===== src/rtl/qspi_sched_pkg.sv =====
// Shared types and constants for the QSPI read scheduler.
package qspi_sched_pkg;

  typedef enum logic [2:0] {
    ST_IDLE,
    ST_SETUP,
    ST_SHIFT,
    ST_HOLD,
    ST_RESP
  } state_t;

  localparam logic [7:0] CMD_READ = 8'h03;

  localparam int CMD_BITS   = 8;
  localparam int ADDR_BITS  = 24;
  localparam int DATA_BITS  = 32;
  localparam int TOTAL_BITS = CMD_BITS + ADDR_BITS + DATA_BITS;

  // The flash returns bytes in address order, MSB first per byte; the first
  // byte received belongs in the least significant lane of the result.
  function automatic logic [31:0] byte_swap(input logic [31:0] w);
    return {w[7:0], w[15:8], w[23:16], w[31:24]};
  endfunction

endpackage


===== src/rtl/qspi_sck_gen.sv =====
// SPI mode-0 serial clock generator: DIV cycles per half period, with strobes
// that are high in the cycle whose closing clock edge flips sck.
module qspi_sck_gen
  import qspi_sched_pkg::*;
#(
  parameter int DIV = 2
) (
  input  logic clock,
  input  logic reset,
  input  logic en,
  output logic sck,
  output logic rise,
  output logic fall
);

  localparam int CW = (DIV > 1) ? $clog2(DIV) : 1;

  logic [CW-1:0] cnt_reg;
  logic          sck_reg;
  logic          half_done;

  assign half_done = (cnt_reg == CW'(DIV - 1));
  assign rise      = en & half_done & ~sck_reg;
  assign fall      = en & half_done & sck_reg;
  assign sck       = sck_reg;

  // Half-period counter; disabling parks sck low with a fresh count.
  always_ff @(posedge clock) begin
    if (reset || !en) begin
      cnt_reg <= '0;
      sck_reg <= 1'b0;
    end else if (half_done) begin
      cnt_reg <= '0;
      sck_reg <= ~sck_reg;
    end else begin
      cnt_reg <= cnt_reg + CW'(1);
    end
  end

endmodule


===== src/rtl/qspi_read_sched.sv =====
// Two-port round-robin scheduler turning word reads into single-line
// READ (0x03) transactions on the QSPI boot flash.
module qspi_read_sched
  import qspi_sched_pkg::*;
#(
  parameter int DIV     = 2,
  parameter int CS_IDLE = 4
) (
  input  logic        clock,
  input  logic        reset,
  input  logic [1:0]  req_valid,
  output logic [1:0]  req_ready,
  input  logic [23:0] req_addr0,
  input  logic [23:0] req_addr1,
  output logic [1:0]  rsp_valid,
  input  logic [1:0]  rsp_ready,
  output logic [31:0] rsp_data,
  output logic        qspi_cs_n,
  output logic        qspi_sck,
  output logic [3:0]  qspi_dq_o,
  output logic [3:0]  qspi_dq_oe,
  input  logic [3:0]  qspi_dq_i
);

  state_t                  state_reg, state_next;
  logic [15:0]             cnt_reg, cnt_next;
  logic [TOTAL_BITS-1:0]   shift_reg;
  logic [6:0]              bit_cnt_reg;
  logic [DATA_BITS-1:0]    data_reg;
  logic                    port_reg;
  logic                    last_grant_reg;
  logic                    rsp_valid_reg;
  logic [31:0]             rsp_data_reg;

  logic [1:0]  grant;
  logic        cs_active;
  logic        sck_en;
  logic        sck_rise;
  logic        sck_fall;
  logic [23:0] sel_addr;
  logic        unused_bits;

  // Only MISO and the word-aligned address bits carry information.
  assign unused_bits = ^{qspi_dq_i[3:2], qspi_dq_i[0], req_addr0[1:0], req_addr1[1:0]};

  assign sel_addr = req_ready[1] ? req_addr1 : req_addr0;

  qspi_sck_gen #(.DIV(DIV)) u_sck_gen (
    .clock (clock),
    .reset (reset),
    .en    (sck_en),
    .sck   (qspi_sck),
    .rise  (sck_rise),
    .fall  (sck_fall)
  );

  // State register.
  always_ff @(posedge clock) begin
    if (reset) begin
      state_reg <= ST_IDLE;
      cnt_reg   <= '0;
    end else begin
      state_reg <= state_next;
      cnt_reg   <= cnt_next;
    end
  end

  // Next-state logic, arbitration and pad-facing outputs.
  always_comb begin
    state_next = state_reg;
    cnt_next   = cnt_reg;
    grant      = 2'b00;
    req_ready  = 2'b00;
    cs_active  = 1'b0;
    sck_en     = 1'b0;

    // On a tie the port that did not win last time gets the grant.
    case (req_valid)
      2'b01:   grant = 2'b01;
      2'b10:   grant = 2'b10;
      2'b11:   grant = last_grant_reg ? 2'b01 : 2'b10;
      default: grant = 2'b00;
    endcase

    case (state_reg)
      ST_IDLE: begin
        // Gating with reset keeps a fire from being reported while the
        // request would be discarded anyway.
        req_ready = reset ? 2'b00 : grant;
        if (|req_ready) begin
          state_next = ST_SETUP;
          cnt_next   = '0;
        end
      end
      ST_SETUP: begin
        cs_active = 1'b1;
        if (cnt_reg == 16'(DIV - 1)) begin
          state_next = ST_SHIFT;
          cnt_next   = '0;
        end else begin
          cnt_next = cnt_reg + 16'd1;
        end
      end
      ST_SHIFT: begin
        cs_active = 1'b1;
        sck_en    = 1'b1;
        if (sck_fall && bit_cnt_reg == 7'(TOTAL_BITS)) begin
          state_next = ST_HOLD;
          cnt_next   = '0;
        end
      end
      ST_HOLD: begin
        if (cnt_reg == 16'(CS_IDLE - 1)) begin
          state_next = ST_RESP;
          cnt_next   = '0;
        end else begin
          cnt_next = cnt_reg + 16'd1;
        end
      end
      ST_RESP: begin
        if (rsp_valid_reg && rsp_ready[port_reg]) begin
          state_next = ST_IDLE;
        end
      end
      default: state_next = ST_IDLE;
    endcase
  end

  assign qspi_cs_n  = ~cs_active;
  assign qspi_dq_o  = {3'b000, cs_active & shift_reg[TOTAL_BITS-1]};
  assign qspi_dq_oe = cs_active ? 4'b0001 : 4'b0000;
  assign rsp_valid  = rsp_valid_reg ? (port_reg ? 2'b10 : 2'b01) : 2'b00;
  assign rsp_data   = rsp_data_reg;

  // Datapath: request capture, serial shifting, response register.
  always_ff @(posedge clock) begin
    if (reset) begin
      shift_reg      <= '0;
      bit_cnt_reg    <= '0;
      data_reg       <= '0;
      port_reg       <= 1'b0;
      last_grant_reg <= 1'b1;
      rsp_valid_reg  <= 1'b0;
      rsp_data_reg   <= '0;
    end else begin
      if (state_reg == ST_IDLE && |req_ready) begin
        port_reg       <= req_ready[1];
        last_grant_reg <= req_ready[1];
        shift_reg      <= {CMD_READ, sel_addr[23:2], 2'b00, {DATA_BITS{1'b0}}};
        bit_cnt_reg    <= '0;
      end
      if (state_reg == ST_SHIFT) begin
        if (sck_rise) begin
          bit_cnt_reg <= bit_cnt_reg + 7'd1;
          if (bit_cnt_reg >= 7'(CMD_BITS + ADDR_BITS)) begin
            data_reg <= {data_reg[DATA_BITS-2:0], qspi_dq_i[1]};
          end
        end
        if (sck_fall) begin
          shift_reg <= {shift_reg[TOTAL_BITS-2:0], 1'b0};
        end
      end
      if (state_reg == ST_HOLD) begin
        rsp_data_reg <= byte_swap(data_reg);
      end
      // Valid rises one cycle into RESP and falls on the handshake edge.
      rsp_valid_reg <= (state_reg == ST_RESP) && !(rsp_valid_reg && rsp_ready[port_reg]);
    end
  end

endmodule


===== config.mk =====
export PLATFORM = sky130hd
export DESIGN_NAME = qspi_read_sched
export DESIGN_NICKNAME = d
export VERILOG_FILES = /design/src/rtl/qspi_sched_pkg.sv /design/src/rtl/qspi_sck_gen.sv /design/src/rtl/qspi_read_sched.sv
export SDC_FILE = /design/constraint.sdc
export NUM_CORES = 1
export LEC_CHECK = 0
export CAP_MARGIN = 5
export CORE_MARGIN = 8
export CORE_UTILIZATION = 57
export DETAILED_ROUTE_END_ITERATION = 12
export PLACE_DENSITY_LB_ADDON = 0.2
export SLEW_MARGIN = 20
export SYNTH_ARGS = -nofsm -noshare
export SYNTH_HDL_FRONTEND = slang
export SYNTH_HIERARCHICAL = 1
export SYNTH_SLANG_ARGS = --single-unit

===== constraint.sdc =====
create_clock -name clock -period 2.9 [get_ports clock]
set_input_delay 0.58 -clock clock [delete_from_list [all_inputs] [get_ports clock]]
set_output_delay 0.58 -clock clock [all_outputs]
set_load 0.005 [all_outputs]

Word-level counts from Yosys, hierarchy flattened
Cells that the tools add are included.
- bits in registers: 159
- word-level logic and storage cells: 82
- add/sub/neg operators: 3
- $lt $le $gt $ge: 2
- equality and inequality tests: 15
- muxes and demuxes: 29
- bitwise logic cells: 6
- reductions and logical operators: 16
- operators with widths (operator ; count):
    $mux W64 ; 3
    $mux W16 ; 4
    $pmux W16 S4 ; 1
    $mux W24 ; 1
    $mux W7 ; 3
    $add A16 B1 Y16 const B ; 1
    $eq A16 B1 Y1 const B ; 1
    $eq A16 B2 Y1 const B ; 1
    $mux W3 ; 5
    $pmux W3 S5 ; 1
    $mux W2 ; 5
    $ne A2 B2 Y1 const B ; 5
    $reduce_or A2 Y1 ; 4
    $add A7 B1 Y7 const B ; 1
    $eq A7 B7 Y1 const B ; 1
    $ge A7 B6 Y1 const B ; 1
    $eq A3 B2 Y1 const B ; 2
    $pmux W2 S3 ; 1
    $reduce_and A3 Y1 ; 2
    $mux W1 ; 5
    $reduce_and A5 Y1 ; 1
    $and A1 B1 Y1 ; 4
    $eq A2 B2 Y1 const B ; 2
    $logic_and A1 B1 Y1 ; 4
    10 further kinds ; 12

Longest topological paths before layout
- depth after elaboration: 9
- depth in mapped cells: 10
- depth with buffers taken out: 7

By module
The synthesis kept the hierarchy.
- modules (own cells, without submodules) (module ; instances ; cells an instance ; area each (µm²)):
    qspi_read_sched ; 1 ; 753 ; 6339.8
    qspi_sck_gen ; 1 ; 9 ; 77.6

Least setup slack after synthesis
OpenSTA, ideal clock, no wires.
- path kind: reg2reg
- start: reg state_reg[0]
- end: reg cnt_reg[11] (netlist name)
- library setup time: 0.117 ns
- arrival: 1.852 ns
- required time: 2.783 ns
- slack: 0.931 ns
- stages on the path, launching flop included: 9
- path buffers: 1
- period minus slack after synthesis: 1.969 ns
- cells stage by stage: dfxtp_1 -> buf_2 -> nor3b_2 -> and3_2 -> nand4b_1 -> nor4_1 -> o31ai_2 -> o21bai_1 -> a32o_1
- RTL lines (item ; RTL line ; source):
    from (decl) ; qspi_read_sched.sv:25 ; state_t state_reg, state_next;
    from (signal assigned) ; qspi_read_sched.sv:63 ; state_reg <= state_next;

Worst setup path after layout
- start: reg state_reg[1]
- end: out req_ready[0]
- word-level cells in the longest chain between the ends: 2
- RTL lines (item ; RTL line ; source):
    $logic_not A3 Y1 ; qspi_read_sched.sv:85 ; case (state_reg)
    $mux W2 ; qspi_read_sched.sv:85 ;
    to (decl) ; qspi_read_sched.sv:12 ; output logic [1:0] req_ready,
Every way passes these cells.

==> reports/metrics.cfg <==
[routing]
routed_via_density=5.67
drc=0
dr.pass1.iters=7
wire_per_inst_um=15.1
vias=5561
ant_nets=0
detail_route.iter0.violations=431
totalWireLength_um=14800

[die]
die_x_um=122
die_height_um=122
core_area_um2=10900
die_area_um2=14900
initial_core_util_pct=58.7
std_cell_rows=38
ios=104

[power_and_ir_drop]
powerDensity_nw_per_um2=606
swShare_pct=24.7
p_comb_share_pct=8.1
irDropWorstVdd_mv=0.443
power_leakage_uw=0.00272
p_int_uw=3620
seqPwrFrac_pct=47.0
p_clk_share_pct=44.9
power_switching_uw=1190

[worst_setup_path]
cp-start-kind=flip-flop
path_class=flip-flop to primary output
reg2reg_to=cnt_reg[11]
ff2ff_path_depth=8
crit_fanout=10
endpoint_kind=primary output
r2r_slack_ps=470
required_ps=2320
arrival_ps=2160
r2r_start=state_reg[1]

[clock_network]
path_clk_slew_ps=70
htree_levels=4
holdBufCountCts=0
cts_buffers=17
tritoncts=yes
cts_sinks=159
cts_resized=0
postCtsSetupRepairBufs=0
insertion_delay_ps=420
cts-root-buf=clkbuf_16
clock_path_buffers=2

[status]
status=complete, no violations

[logic_synthesis]
synth-edff-count=0
muxShareOfSynthArea_pct=4.35
synth_seq_cells=159
synthTopCellsByArea=dfxtp_1 50%, nand2_1 10%, a21oi_1 7.3%, a22oi_1 7.3%, mux2_2 4.0%
yosys_warnings=6
synth_compound_area_share_pct=17.3
synth-async-reset-ratio_pct=0
synth_top_family_by_area=simple AND/OR/NAND/NOR gates
synth_flop_cell=dfxtp_1
synthAdderAreaFrac_pct=0.780
synthSimpleGateAreaFrac_pct=21.8
ys_types=53
synth_area_leader_cell=dfxtp_1
synth_xor_xnor_area_share_pct=1.09
netlist_area_um2=6420
synth_cells=762
yosysSeqAreaShare_pct=49.6
postSynthAreaPerCell_um2=8.42
synth_top_area_share_pct=49.6

[sta]
finalHoldViolCount=0
hold_slack_ps=451
setup_viol_count_final=0
worst_pin_slew_ps=887
tns_ps=0
period_needed_ps=2740
rsz0062_at_grt=no
max_clock_freq_mhz=365
maxSlewHeadroom_pct=40.9
period_share_pct=94.5
skew_ps=7.38
slew_violations=0

[global_routing]
grt_max_degree=94
grt_pass1_wl_um=24300
top_usage_layer=met2
track_usage_pct=19.7
met3_usage_pct=5.32
grt_antenna_before_repair=0
use_met1_pct=23.5
use_met2_pct=33.2
grt_pass1_vias=5273
grt_overflow=0

[final_layout]
largest_reg_flops=64
n_fill_cell=832
final_cells=981
antenna_cells=0
drive_gt1_share_pct=9.99
fin_util_pct=72.5
syn_to_final_growth_pct=23.5
layout.nets=890
final_cell_area_um2=7930

[place]
placed_area_um2=7350
hpwl_um=9670
gp_congestion=0.862
io_buffers=90
dp.cells=949

[flow_run]
drv_cap=0

[hold_path]
holdCritStartpoint=rsp_data[3]
min_path_cells=2
hp-class=flip-flop to flip-flop
hold_path_end=rsp_data[3]

-- how the worst max path moves through the flow --
stage               cells after the start           end  slack [ps]    startpoint
CTS                                     3  req_ready[0]         160  state_reg[1]
global route                            4  req_ready[1]          90  state_reg[1]
finish                                  3  req_ready[0]         160  state_reg[1]
detailed placement                      5   cnt_reg[11]         360         reset
floorplan                               8   cnt_reg[11]         930  state_reg[0]
global placement                        5   cnt_reg[11]         430         reset
-- critical path: stages (launching register included) --
cell and delay [ps]:
dfxtp_1 450, nor4_2 550, and3_1 240, clkdlybuf4s50_1 510
-- kinds of logic (layout without fill, tap and decap cells) --
kind of cell / count (synthesis) / count (layout)
fa+ha+maj: 4 / 4
simple gates: 315 / 315
other cells: 1 / 6
buf+inv: 71 / 145
flops: 159 / 159
compound gates: 179 / 179
mux: 25 / 25
xor+xnor: 8 / 8
-- layer usage --
layer,wire (µm),up-vias
li1,-,2747
met1,6350,2635
met2,7260,157
met3,1010,22
met4,202,0
met5,0,-
-- cell usage in the layout, fill, tap and decap left out, types with 2 or more instances in the layout --
master | Yosys | layout
o22ai_1 | 2 | 2
and3_2 | 2 | 2
a22oi_1 | 62 | 62
nor2_1 | 60 | 58
nand2b_1 | 3 | 3
clkdlybuf4s50_1 | 0 | 89
nand3b_1 | 2 | 2
xnor2_1 | 4 | 4
mux2_2 | 23 | 23
clkbuf_16 | 0 | 17
inv_6 | 0 | 5
mux2i_1 | 2 | 2
nor3_1 | 8 | 8
or3_1 | 8 | 8
nor3_2 | 2 | 2
nand3_1 | 19 | 19
nand4_1 | 7 | 7
xor2_1 | 4 | 4
a31oi_1 | 10 | 10
or4_1 | 6 | 6
dfxtp_1 | 159 | 159
and2_1 | 5 | 4
nor2b_1 | 2 | 2
clkinv_4 | 0 | 5
a21oi_1 | 93 | 93
ha_1 | 4 | 4
buf_4 | 9 | 13
and3_1 | 3 | 3
inv_1 | 10 | 10
nand2_1 | 178 | 178
a211oi_1 | 2 | 2
conb_1 | 1 | 6
-- layout make-up --
class | instances | area (µm²) | area share, %
repair buffers | 103 | 1010 | 12.7
clock inverters | 14 | 153 | 1.93
multi-input cells | 537 | 2940 | 37.1
clock buffers | 18 | 429 | 5.41
flip-flops and latches | 159 | 3180 | 40.2
well taps | 140 | 175 | 2.21
inverters | 10 | 37.5 | 0.473
-- power groups by stage --
stage	sequential, µW	clock (µW)	combinational, µW
3_5_place_dp	2310	0	387
5_1_grt	2260	2280	426
4_1_cts	2260	2180	390
3_3_place_gp	2300	0	376
6_report	2260	2150	391
2_1_floorplan	2290	0	262
-- cells in the mapped netlist, types with 4 or more instances --
cell      number
a31oi_1       10
inv_1         10
clkbuf_1      35
nand3_1       19
nor3_1         8
dfxtp_1      159
buf_4          9
ha_1           4
xor2_1         4
a22oi_1       62
nor2_1        60
xnor2_1        4
or3_1          8
or4_1          6
buf_2         13
and2_1         5
a21oi_1       93
mux2_2        23
nand4_1        7
nand2_1      178
-- through the flow --
stage	total power (µW)	worst slack (ps)
finish	4800	159
global route	4970	85.1
CTS	4830	163
detailed placement	2690	357
global placement	2680	428
floorplan	2550	931
(Power assumes the default switching activity.)
